File: src/rtl/dmem_responder_pkg.sv
// rtl/dmem_responder_pkg.sv - shared types for the dmem responder
package dmem_responder_pkg;

  typedef logic [15:0] lc3b_word;
  typedef logic [1:0]  lc3b_mem_wmask;

  typedef enum logic [1:0] {
    ST_IDLE  = 2'd0,
    ST_READ  = 2'd1,
    ST_WRITE = 2'd2,
    ST_DONE  = 2'd3
  } dmem_resp_state_t;

  localparam lc3b_mem_wmask BE_FULL = 2'b11;

  function automatic lc3b_word word_align(input lc3b_word addr);
    return {addr[15:1], 1'b0};
  endfunction

endpackage

File: src/rtl/dmem_responder_if.sv
// rtl/dmem_responder_if.sv - requester-side and cache-side signals of the dmem responder
interface dmem_responder_if;
  import dmem_responder_pkg::*;

  logic          dmem_read;
  logic          dmem_write;
  lc3b_word      dmem_addr;
  lc3b_word      dmem_wdata;
  lc3b_mem_wmask dmem_byte_enable;
  lc3b_word      mem_val_out;
  logic          ld_mem_val;
  logic          dmem_ack;

  lc3b_word      mem_address;
  logic          mem_read;
  logic          mem_write;
  lc3b_word      mem_wdata;
  lc3b_mem_wmask mem_byte_enable;
  lc3b_word      mem_rdata;
  logic          mem_resp;

  modport slave (
    input  dmem_read, dmem_write, dmem_addr, dmem_wdata, dmem_byte_enable,
    input  mem_rdata, mem_resp,
    output mem_val_out, ld_mem_val, dmem_ack,
    output mem_address, mem_read, mem_write, mem_wdata, mem_byte_enable
  );

  modport master (
    output dmem_read, dmem_write, dmem_addr, dmem_wdata, dmem_byte_enable,
    output mem_rdata, mem_resp,
    input  mem_val_out, ld_mem_val, dmem_ack,
    input  mem_address, mem_read, mem_write, mem_wdata, mem_byte_enable
  );

endinterface

File: src/rtl/dmem_wait_counter.sv
// rtl/dmem_wait_counter.sv - saturating wait counter for an outstanding cache access
module dmem_wait_counter #(
  parameter int unsigned TIMEOUT   = 64,
  parameter int unsigned CNT_WIDTH = 7
) (
  input  logic clk,
  input  logic rst_n,
  input  logic clr,
  input  logic inc,
  output logic expired
);

  localparam logic [CNT_WIDTH-1:0] CNT_MAX  = '1;
  localparam logic [CNT_WIDTH-1:0] CNT_LAST = CNT_WIDTH'(TIMEOUT - 2);
  localparam logic [CNT_WIDTH-1:0] CNT_ONE  = CNT_WIDTH'(1);

  logic [CNT_WIDTH-1:0] cnt_q, cnt_d;

  always_comb begin
    cnt_d = cnt_q;
    if (clr) begin
      cnt_d = '0;
    end else if (inc && (cnt_q != CNT_MAX)) begin
      cnt_d = cnt_q + CNT_ONE;
    end
  end

  always_ff @(posedge clk or negedge rst_n) begin
    if (!rst_n) begin
      cnt_q <= '0;
    end else begin
      cnt_q <= cnt_d;
    end
  end

  // Pulses on the step that lands the count on TIMEOUT-1, so the sticky flag shows that same cycle.
  assign expired = inc && !clr && (cnt_q == CNT_LAST);

endmodule

File: src/rtl/dmem_responder.sv
// rtl/dmem_responder.sv - runs one level-held dmem load/store as a cache transaction
module dmem_responder
  import dmem_responder_pkg::*;
#(
  parameter int unsigned TIMEOUT   = 64,
  parameter int unsigned CNT_WIDTH = 7
) (
  input  logic            clk,
  input  logic            rst_n,
  input  logic            flush,
  dmem_responder_if.slave bus,
  output logic            busy,
  output logic            err_timeout,
  output logic            err_protocol
);

  dmem_resp_state_t state_q, state_d;

  lc3b_word      addr_q, addr_d;
  lc3b_word      wdata_q, wdata_d;
  lc3b_mem_wmask be_q, be_d;
  lc3b_word      val_q, val_d;
  logic          mem_read_q, mem_read_d;
  logic          mem_write_q, mem_write_d;
  logic          ld_q, ld_d;
  logic          ack_q, ack_d;
  logic          squash_q, squash_d;
  logic          err_timeout_q, err_timeout_d;
  logic          err_protocol_q, err_protocol_d;

  logic accept;
  logic waiting;
  logic suppress;
  logic wait_inc;
  logic expired;

  assign waiting  = (state_q == ST_READ) || (state_q == ST_WRITE);
  assign accept   = (state_q == ST_IDLE) && !flush && (bus.dmem_read || bus.dmem_write);
  assign suppress = squash_q || flush;
  assign wait_inc = waiting && !bus.mem_resp;

  dmem_wait_counter #(
    .TIMEOUT   (TIMEOUT),
    .CNT_WIDTH (CNT_WIDTH)
  ) u_wait (
    .clk     (clk),
    .rst_n   (rst_n),
    .clr     (accept),
    .inc     (wait_inc),
    .expired (expired)
  );

  always_ff @(posedge clk or negedge rst_n) begin
    if (!rst_n) begin
      state_q <= ST_IDLE;
    end else begin
      state_q <= state_d;
    end
  end

  always_comb begin
    state_d = state_q;
    case (state_q)
      ST_IDLE: begin
        if (!flush) begin
          if (bus.dmem_write) begin
            state_d = ST_WRITE;
          end else if (bus.dmem_read) begin
            state_d = ST_READ;
          end
        end
      end
      ST_READ, ST_WRITE: begin
        if (bus.mem_resp) begin
          state_d = ST_DONE;
        end
      end
      ST_DONE: state_d = ST_IDLE;
      default: state_d = ST_IDLE;
    endcase
  end

  always_comb begin
    addr_d         = addr_q;
    wdata_d        = wdata_q;
    be_d           = be_q;
    val_d          = val_q;
    mem_read_d     = (state_d == ST_READ);
    mem_write_d    = (state_d == ST_WRITE);
    ld_d           = 1'b0;
    ack_d          = 1'b0;
    squash_d       = squash_q;
    err_timeout_d  = err_timeout_q || expired;
    err_protocol_d = err_protocol_q || (accept && bus.dmem_read && bus.dmem_write);

    if (accept) begin
      addr_d = word_align(bus.dmem_addr);
      if (bus.dmem_write) begin
        wdata_d = bus.dmem_wdata;
        be_d    = bus.dmem_byte_enable;
      end else begin
        be_d    = BE_FULL;
      end
    end

    // A flush landing on the response cycle itself still suppresses the strobe.
    if (waiting && bus.mem_resp) begin
      if (state_q == ST_READ) begin
        val_d = bus.mem_rdata;
        ld_d  = !suppress;
      end else begin
        ack_d = !suppress;
      end
    end

    if (waiting && flush) begin
      squash_d = 1'b1;
    end
    if (state_q == ST_DONE) begin
      squash_d = 1'b0;
    end
  end

  always_ff @(posedge clk or negedge rst_n) begin
    if (!rst_n) begin
      addr_q         <= '0;
      wdata_q        <= '0;
      be_q           <= '0;
      val_q          <= '0;
      mem_read_q     <= 1'b0;
      mem_write_q    <= 1'b0;
      ld_q           <= 1'b0;
      ack_q          <= 1'b0;
      squash_q       <= 1'b0;
      err_timeout_q  <= 1'b0;
      err_protocol_q <= 1'b0;
    end else begin
      addr_q         <= addr_d;
      wdata_q        <= wdata_d;
      be_q           <= be_d;
      val_q          <= val_d;
      mem_read_q     <= mem_read_d;
      mem_write_q    <= mem_write_d;
      ld_q           <= ld_d;
      ack_q          <= ack_d;
      squash_q       <= squash_d;
      err_timeout_q  <= err_timeout_d;
      err_protocol_q <= err_protocol_d;
    end
  end

  assign busy                = (state_q != ST_IDLE);
  assign err_timeout         = err_timeout_q;
  assign err_protocol        = err_protocol_q;
  assign bus.mem_address     = addr_q;
  assign bus.mem_wdata       = wdata_q;
  assign bus.mem_byte_enable = be_q;
  assign bus.mem_read        = mem_read_q;
  assign bus.mem_write       = mem_write_q;
  assign bus.mem_val_out     = val_q;
  assign bus.ld_mem_val      = ld_q;
  assign bus.dmem_ack        = ack_q;

endmodule

File: src/flat_wrapper.sv
// flat-port wrapper written by rule: the top's interface ports become plain ports
module dmem_responder_flat import dmem_responder_pkg::*;
#(
  parameter int unsigned TIMEOUT   = 64,
  parameter int unsigned CNT_WIDTH = 7
)
  (clk, rst_n, flush, busy, err_timeout, err_protocol, bus_dmem_read, bus_dmem_write, bus_dmem_addr, bus_dmem_wdata, bus_dmem_byte_enable, bus_mem_rdata, bus_mem_resp, bus_mem_val_out, bus_ld_mem_val, bus_dmem_ack, bus_mem_address, bus_mem_read, bus_mem_write, bus_mem_wdata, bus_mem_byte_enable);
  dmem_responder_if bus_i ();
  input  logic clk;
  input  logic rst_n;
  input  logic flush;
  output logic busy;
  output logic err_timeout;
  output logic err_protocol;
  input wire logic [$bits(bus_i.dmem_read)-1:0] bus_dmem_read;
  input wire logic [$bits(bus_i.dmem_write)-1:0] bus_dmem_write;
  input wire logic [$bits(bus_i.dmem_addr)-1:0] bus_dmem_addr;
  input wire logic [$bits(bus_i.dmem_wdata)-1:0] bus_dmem_wdata;
  input wire logic [$bits(bus_i.dmem_byte_enable)-1:0] bus_dmem_byte_enable;
  input wire logic [$bits(bus_i.mem_rdata)-1:0] bus_mem_rdata;
  input wire logic [$bits(bus_i.mem_resp)-1:0] bus_mem_resp;
  output wire logic [$bits(bus_i.mem_val_out)-1:0] bus_mem_val_out;
  output wire logic [$bits(bus_i.ld_mem_val)-1:0] bus_ld_mem_val;
  output wire logic [$bits(bus_i.dmem_ack)-1:0] bus_dmem_ack;
  output wire logic [$bits(bus_i.mem_address)-1:0] bus_mem_address;
  output wire logic [$bits(bus_i.mem_read)-1:0] bus_mem_read;
  output wire logic [$bits(bus_i.mem_write)-1:0] bus_mem_write;
  output wire logic [$bits(bus_i.mem_wdata)-1:0] bus_mem_wdata;
  output wire logic [$bits(bus_i.mem_byte_enable)-1:0] bus_mem_byte_enable;
  assign bus_i.dmem_read = bus_dmem_read;
  assign bus_i.dmem_write = bus_dmem_write;
  assign bus_i.dmem_addr = bus_dmem_addr;
  assign bus_i.dmem_wdata = bus_dmem_wdata;
  assign bus_i.dmem_byte_enable = bus_dmem_byte_enable;
  assign bus_i.mem_rdata = bus_mem_rdata;
  assign bus_i.mem_resp = bus_mem_resp;
  assign bus_mem_val_out = bus_i.mem_val_out;
  assign bus_ld_mem_val = bus_i.ld_mem_val;
  assign bus_dmem_ack = bus_i.dmem_ack;
  assign bus_mem_address = bus_i.mem_address;
  assign bus_mem_read = bus_i.mem_read;
  assign bus_mem_write = bus_i.mem_write;
  assign bus_mem_wdata = bus_i.mem_wdata;
  assign bus_mem_byte_enable = bus_i.mem_byte_enable;
  dmem_responder #(.TIMEOUT(TIMEOUT), .CNT_WIDTH(CNT_WIDTH)) u_core (.clk(clk), .rst_n(rst_n), .flush(flush), .bus(bus_i), .busy(busy), .err_timeout(err_timeout), .err_protocol(err_protocol));
endmodule
File: config.mk
export PLATFORM = sky130hd
export DESIGN_NAME = dmem_responder_flat
export DESIGN_NICKNAME = d
export VERILOG_FILES = /design/src/rtl/dmem_responder_pkg.sv /design/src/rtl/dmem_responder_if.sv /design/src/rtl/dmem_wait_counter.sv /design/src/rtl/dmem_responder.sv /design/src/flat_wrapper.sv
export SDC_FILE = /design/constraint.sdc
export NUM_CORES = 1
export LEC_CHECK = 0
export ABC_AREA = 1
export BUFFER_PORTS_ARGS = -buffer_cell sky130_fd_sc_hd__buf_4
export CAP_MARGIN = 20
export CORE_ASPECT_RATIO = 0.75
export CORE_MARGIN = 2
export CORE_UTILIZATION = 50
export CTS_BUF_LIST = sky130_fd_sc_hd__clkbuf_4 sky130_fd_sc_hd__clkbuf_8
export DETAILED_ROUTE_END_ITERATION = 7
export PLACE_DENSITY = 0.83
export RECOVER_POWER = 100
export SYNTH_ARGS = -nofsm -noshare
export SYNTH_HDL_FRONTEND = slang
export SYNTH_SLANG_ARGS = --single-unit
File: constraint.sdc
create_clock -name clk -period 4.02 [get_ports clk]
set_input_delay 0.402 -clock clk [delete_from_list [all_inputs] [get_ports clk]]
set_output_delay 0.402 -clock clk [all_outputs]
set_load 0.005 [all_outputs]
==> metrics.txt, run 1 <==
Hold/Removal Path Class=primary input to async pin; result of the run=complete, no violations; number of enable-type register cells in the synthesized netlist=0; final-layout worst hold slack=roughly 160 ps; post-CTS setup repair buffer count=0; worst path cell trace=inv_1 -> ha_1 -> inv_1 -> nor2_1 -> inv_1 -> o22a_1; CTS tree=built; Die Footprint=around 0.006 sq mm; Crit path required time=~4200 ps; Area contributors post-synth=sky130_fd_sc_hd__dfrtp_1 60%, sky130_fd_sc_hd__nand2_1 16%, sky130_fd_sc_hd__mux2_2 6.7%, sky130_fd_sc_hd__ha_1 2.8%, sky130_fd_sc_hd__nand3_1 2.8%; max-slew violations=0; Bufs and invs on worst path=3; Final Critical Period=between 2000 and 3000 ps; Synth Area in Adders=0.0278; Gate power share=0.357; detailed router's first-iteration violation count=slightly below 70; Netlist cell types=24; simple-gate area share of the yosys netlist=0.230; crit-path most repeated cell=sky130_fd_sc_hd__inv_1; most frequent cells after synthesis=115 x sky130_fd_sc_hd__nand2_1, 65 x sky130_fd_sc_hd__dfrtp_1, 16 x sky130_fd_sc_hd__mux2_2; arrival time reported for the critical path endpoint=~2900 ps; ports placed on the boundary=113; total negative slack=0 ps; family with the most delay on the worst path=simple AND/OR/NAND/NOR gates; overall routing resource usage=0.208; reported net switching power=0.000824 W; fraction of the mapped netlist area in compound gates=0.0310; clock tree root driver cell=sky130_fd_sc_hd__clkbuf_8; mux contribution to synthesized area=0.0667; maximum single-stage delay on the critical path=a little over 800 ps; TritonCTS Buffers=9; total overflow reported by the global router=0; via count of the first global-routing pass=between 2k and 2.5k; deepest clock path buffer count=2; routability congestion estimate from global placement=0.862; kind of end point of the critical path=flop; Post-layout nets=between 400 and 500; Filler Cell Count=roughly 430; number of synthesized register bits=between 60 and 70; Post-Syn Area per Cell=9.82 sq um; clk sink count=65; largest voltage drop on the vdd net=0.476 mV; DRT met1 WL=roughly 2.4 mm; DRT antenna net count=0; first-pass iteration count of the detailed router=6; maximum number of pins on one net before global-route repair=66; total via count in the routed design=approximately 2.2k; synth-to-layout area growth=38.9%; Via density=4.74; max_slew headroom=0.271; Final period util=0.657; logic depth of the worst setup path including buffers=6; cell at the slowest stage of the critical path=sky130_fd_sc_hd__nor2_1; cell with the most instances after synthesis=sky130_fd_sc_hd__nand2_1; combinational family with the most area after synthesis=simple AND/OR/NAND/NOR gates; area of the multi-input gates=approximately 950 sq um; critical path peak fanout=19; antenna diode count=0; Yosys Warn Count=0; synthesized netlist cell count=around 280; Max Used Layer=met4; clock group share of total power=0.222; PD cells=691 mW/mm^2; sequential share of the synthesized area=0.602; Max Cap Viol=0; CP Launch Type=flop; total power=~0.0026 W; Setup CP Type=flop to flop; Synthesized Nets=around 340; Place WS=roughly 1900 ps; fraction of layout cells with a size suffix above 1=0.353; clock input transition at the sequential cells of the worst setup and hold paths=70 ps; routed length on met3=slightly above 400 microns; number of gates resized after CTS=0; first-pass GRT wire length=roughly 9.4 mm; fraction of registers with async set/reset=1.00; initial antenna violation count=0; maximum clock frequency=between 300 and 400 MHz; Worst Slack Setup Final=between 1000 and 1500 ps; level count of the clock H-tree=3; switching share of power=0.318; dominant synthesized flop cell=sky130_fd_sc_hd__dfrtp_1; number of hold buffers added after CTS=0; post-DP HPWL=approximately 4 mm; number of remaining DRC errors=0; Reg2Reg Depth=6; port bufs=between 100 and 150; final-report setup violation count=0; FF/Latch Area=approximately 0.0016 sq mm; die extent in x=88.9 microns; Fin. Hold Viols=0; final routed wirelength across all metal layers=roughly 5.7 mm; routed wl met2=around 2.8 mm; setup repair after global routing missed its margin=false; worst setup skew after layout=5.51 ps; Vert. Die Dim=between 60 and 70 microns; routed wire length per instance=approximately 12 microns; starting density of the core=0.513; area share of xor/xnor cells in the synthesized design=0; area of the placeable core=around 0.0053 sq mm; internal power consumption=around 0.0018 W; Cell Rows=23; insertion delay of the later-clocked pin in the worst-skew pair=between 300 and 400 ps; slew of the pin with the lowest slew margin=1090 ps; sequential share of power=0.421; post-synthesis instance area=0.00270 sq mm; leakage power figure=roughly 2 nW; top cell type's share of synthesized area=0.602; library cell occupying the most area in the post-synthesis netlist=sky130_fd_sc_hd__dfrtp_1
[state kept, by name, summed over array words and instances, names as in the netlist]
signal                      flops
u_core.bus.mem_write            1
u_core.u_wait.cnt_q             7
u_core.squash_q                 1
u_core.bus.ld_mem_val           1
u_core.bus.mem_val_out         16
u_core.bus.mem_address         15
u_core.bus.mem_wdata           16
u_core.bus.mem_read             1
u_core.bus.dmem_ack             1
u_core.state_q                  2
u_core.err_protocol             1
u_core.bus.mem_byte_enable      2
u_core.err_timeout              1
[cells by family (layout without fill, tap and decap cells)]
group | count (synthesis) | count (layout)
AOI/OAI and AO/OA | 13 | 13
adders and majority gates | 6 | 6
buffers and inverters | 22 | 141
DFF | 65 | 65
muxes | 16 | 16
other | 1 | 1
and+or+nand+nor | 152 | 152
[through the flow]
step           instance area, sq um  std cells  utilization
2_1_floorplan                  2700        275            -
3_3_place_gp                   3570        453        0.678
3_5_place_dp                   3570        453        0.678
4_1_cts                        3790        469        0.719
5_1_grt                        3750        469        0.713
6_report                       3750        469        0.713
[worst paths after layout]
kind,end,slack (ps),startpoint
worst max-delay path,u_core.bus.mem_byte_enable[1]$_DFFE_PN0P_,1380,u_core.state_q[0]$_DFF_PN0_
worst min-delay path,u_core.bus.mem_val_out[10]$_DFFE_PN0P_,160,rst_n
worst max register to register,u_core.bus.mem_byte_enable[1]$_DFFE_PN0P_,1380,u_core.state_q[0]$_DFF_PN0_
worst min register to register,u_core.bus.mem_wdata[7]$_DFFE_PN0P_,470,u_core.bus.mem_wdata[7]$_DFFE_PN0P_
max in group asynchronous,u_core.bus.mem_wdata[15]$_DFFE_PN0P_,3370,rst_n
min in group clk,u_core.bus.mem_address[14]$_DFFE_PN0P_,260,bus_dmem_addr[14]
[cell usage in the layout, fill, tap and decap left out, drive strengths merged]
cell / n
mux2: 16
nor3: 2
conb: 1
a21oi: 2
o21bai: 3
dfrtp: 65
nand3b: 1
nand3: 16
inv: 13
ha: 6
nand2: 115
bufinv: 1
buf: 55
clkbuf: 68
nor2: 14
o22a: 2
clkinv: 2
nand4: 4
clkinvlp: 2
o21ai: 6
[final cells by class]
type,count,share of cell area
Sequential cell,65,0.433
Multi-Input combinational cell,188,0.253
Timing Repair Buffer,111,0.217
Clock buffer,12,0.0440
Tap cell,75,0.0250
Inverter,14,0.0140
Clock inverter,4,0.0133
[metal layers]
metal / GRT usage / vias up
li1: - / 1101
met1: 0.253 / 1039
met2: 0.332 / 76
met3: 0.0844 / 7
met4: 0.0814 / 0
met5: 0 / -
[power by group through the flow]
| stage | Clock [W] | Sequential (W) | Combinational, W |
|---|---|---|---|
| floorplan | 0 | 0.00110 | 0.000438 |
| global placement | 0 | 0.00109 | 0.000954 |
| detailed placement | 0 | 0.00110 | 0.000983 |
| CTS | 0.000592 | 0.00110 | 0.000988 |
| global route | 0.000620 | 0.00113 | 0.00106 |
| finish | 0.000574 | 0.00109 | 0.000925 |
No activity file was read; power rests on OpenSTA's default activity.
==> run 2: changes to the inputs <==
Settings changed: CORE_UTILIZATION 50 to 45, PLACE_DENSITY 0.83 to 0.79.
Clock period 4.02 ns to 2.4 ns, I/O delays scaled along.
==> run 2 against run 1 <==
  * The run now ends with max-capacitance violations, max-slew violations left
  * Setup slack worse by 1000 ps
  * Clock skew is 0.57 ps higher
  * Sequential share of layout area is 0.14 points lower
  * Largest power group unchanged
  * Sequential power is 68% higher
  * Die area is 11% higher
  * Flip-flop and latch count stayed put
  * Clock-buffer cell count is 2 higher
  * Utilization is 6.3 points lower
==> metrics.txt, run 2 (synthesis gave the netlist of run 1 again) <==
number of remaining DRC errors=0 (unchanged); starting density of the core=0.466 (was 0.513); slew of the pin with the lowest slew margin=1570 ps (was 1090 ps); area of the multi-input gates=960 sq um (was 950 sq um); level count of the clock H-tree=3 (unchanged); Final period util=0.846 (was 0.657); fraction of met3 tracks used by global routing=0.0745 (was 0.0844); layer with the highest usage after global routing=met2 (unchanged); clock tree root driver cell=sky130_fd_sc_hd__clkbuf_8 (unchanged); routing usage on met2=0.339 (was 0.332); overall routing resource usage=0.211 (was 0.208); Post-layout nets=451 (unchanged); maximum clock frequency=492 MHz (was 379 MHz); post-DP HPWL=4.58 mm (was 4.03 mm); arrival time reported for the critical path endpoint=2240 ps (was 2860 ps); failing checks=max-capacitance violations, max-slew violations; Max Cap Viol=1 (was 0); Final Critical Period=2030 ps (was 2640 ps); worst flop-to-flop path startpoint=u_core.state_q[0]$_DFF_PN0_ (unchanged); worst-case register-to-register setup slack=370 ps (was 1380 ps); clock input transition at the sequential cells of the worst setup and hold paths=70 ps (about the same); max-slew violations=66 (was 0); final routed wirelength across all metal layers=6.31 mm (was 5.70 mm); DRT antenna net count=0 (unchanged); CP Launch Type=flop (unchanged); final core utilization=0.650 (was 0.713); most frequent cells in the layout=115 x sky130_fd_sc_hd__nand2_1, 65 x sky130_fd_sc_hd__dfrtp_1, 54 x sky130_fd_sc_hd__clkbuf_4 (was 115 x sky130_fd_sc_hd__nand2_1, 65 x sky130_fd_sc_hd__dfrtp_1, 55 x sky130_fd_sc_hd__buf_4); met1 usage=0.267 (was 0.253); ports placed on the boundary=113 (unchanged); clk sink count=65 (unchanged); synth-to-layout area growth=39.4% (was 38.9%); Setup CP Type=flop to flop (unchanged); leakage power figure=2.02 nW (was 2.01 nW); area of the placeable core=0.00580 sq mm (was 0.00527 sq mm); setup repair after global routing missed its margin=false (unchanged); port bufs=110 (unchanged); Die Footprint=0.00665 sq mm (was 0.00601 sq mm); first-pass GRT wire length=10.8 mm (was 9.43 mm); Crit path required time=2610 ps (was 4240 ps); max_slew headroom=-0.0500 (was 0.271); antenna diode count=0 (unchanged); fraction of layout cells with a size suffix above 1=0.365 (was 0.353); deepest clock path buffer count=2 (unchanged); PD cells=1170 mW/mm^2 (was 691 mW/mm^2); initial antenna violation count=0 (unchanged); Place WS=539 ps (was 1880 ps); Fin. Hold Viols=0 (unchanged); Hold/Removal Path Class=primary input to flop (was primary input to async pin); routed wire length per instance=13.4 microns (was 12.1 microns); critical path peak fanout=19 (unchanged); detailed router's first-iteration violation count=133 (was 68); FF/Latch Area=0.00163 sq mm (unchanged); number of hold buffers added after CTS=0 (unchanged); insertion delay of the later-clocked pin in the worst-skew pair=330 ps (about the same); maximum number of pins on one net before global-route repair=66 (unchanged); result of the run=finished, violations left (was complete, no violations); kind of end point of the critical path=flop (unchanged); most common cell after layout, fill and taps aside=sky130_fd_sc_hd__nand2_1 (unchanged); CTS tree=built (unchanged); total power=0.00439 W (was 0.00259 W); die extent in x=93.5 microns (was 88.9 microns); via count of the first global-routing pass=2,291 (was 2,113); critical path capture point=u_core.bus.mem_byte_enable[1]$_DFFE_PN0P_ (unchanged); routability congestion estimate from global placement=0.759 (was 0.862); Worst Slack Setup Final=369 ps (was 1380 ps); Reg2Reg Depth=6 (unchanged); final-report setup violation count=0 (unchanged); post-CTS setup repair buffer count=0 (unchanged); total via count in the routed design=2,266 (was 2,223); largest voltage drop on the vdd net=0.619 mV (was 0.476 mV); worst setup skew after layout=6.08 ps (was 5.51 ps); first-pass iteration count of the detailed router=6 (unchanged); Setup crit start=u_core.state_q[0]$_DFF_PN0_ (unchanged); Vert. Die Dim=71.1 microns (was 67.7 microns); number of gates resized after CTS=0 (unchanged); total overflow reported by the global router=0 (unchanged); TritonCTS Buffers=9 (unchanged); final-layout worst hold slack=98.9 ps (was 156 ps); Cell Rows=24 (was 23); Via density=4.80 (was 4.74); total negative slack=0 ps (unchanged); FF-to-FF End=u_core.bus.mem_byte_enable[1]$_DFFE_PN0P_ (unchanged); Filler Cell Count=513 (was 427)
run 2: how the worst min path moves through the flow:
stage	start	end	slack (ps)	cells past startpoint
2_1_floorplan	rst_n	u_core.bus.dmem_ack$_DFF_PN0_	-60	0
3_3_place_gp	rst_n	u_core.bus.mem_val_out[11]$_DFFE_PN0P_	390	1
3_5_place_dp	rst_n	u_core.bus.mem_val_out[7]$_DFFE_PN0P_	390	1
4_1_cts	rst_n	u_core.bus.mem_val_out[14]$_DFFE_PN0P_	20	1
5_1_grt	bus_dmem_addr[8]	u_core.bus.mem_address[8]$_DFFE_PN0P_	90	3
6_report	bus_dmem_addr[1]	u_core.bus.mem_address[1]$_DFFE_PN0P_	100	3
run 2: layout make-up:
class	instances	area share
Sequential cell	65	0.432
Clock inverter	2	0.00931
Multi-Input combinational cell	188	0.255
Timing Repair Buffer	111	0.216
Clock buffer	14	0.0479
Tap cell	78	0.0259
Inverter	14	0.0140
run 2: power breakdown:
part           internal, W  switching [W]
Sequential         0.00156       0.000275
Combinational     0.000844       0.000741
Clock             0.000587       0.000390
run 2: routing by layer:
| layer | vias up | share of wire |
|---|---|---|
| met5 | - | 0 |
| met4 | 0 | 0.012 |
| met3 | 9 | 0.068 |
| met2 | 67 | 0.50 |
| met1 | 1087 | 0.42 |
| li1 | 1103 | - |
run 2: critical path: stages (launching register included):
cell and delay, ps:
sky130_fd_sc_hd__dfrtp_1 420, sky130_fd_sc_hd__inv_1 120, sky130_fd_sc_hd__ha_1 150, sky130_fd_sc_hd__inv_1 70, sky130_fd_sc_hd__nor2_2 550, sky130_fd_sc_hd__inv_2 310, sky130_fd_sc_hd__o22a_1 290
run 2: per-stage QoR:
| stage | instances | area, sq um |
|---|---|---|
| final | 472 | 3760 |
| after global routing | 472 | 3760 |
| after CTS | 472 | 3790 |
| after detailed placement | 456 | 3570 |
| after global placement | 456 | 3570 |
| after floorplan | 275 | 2700 |
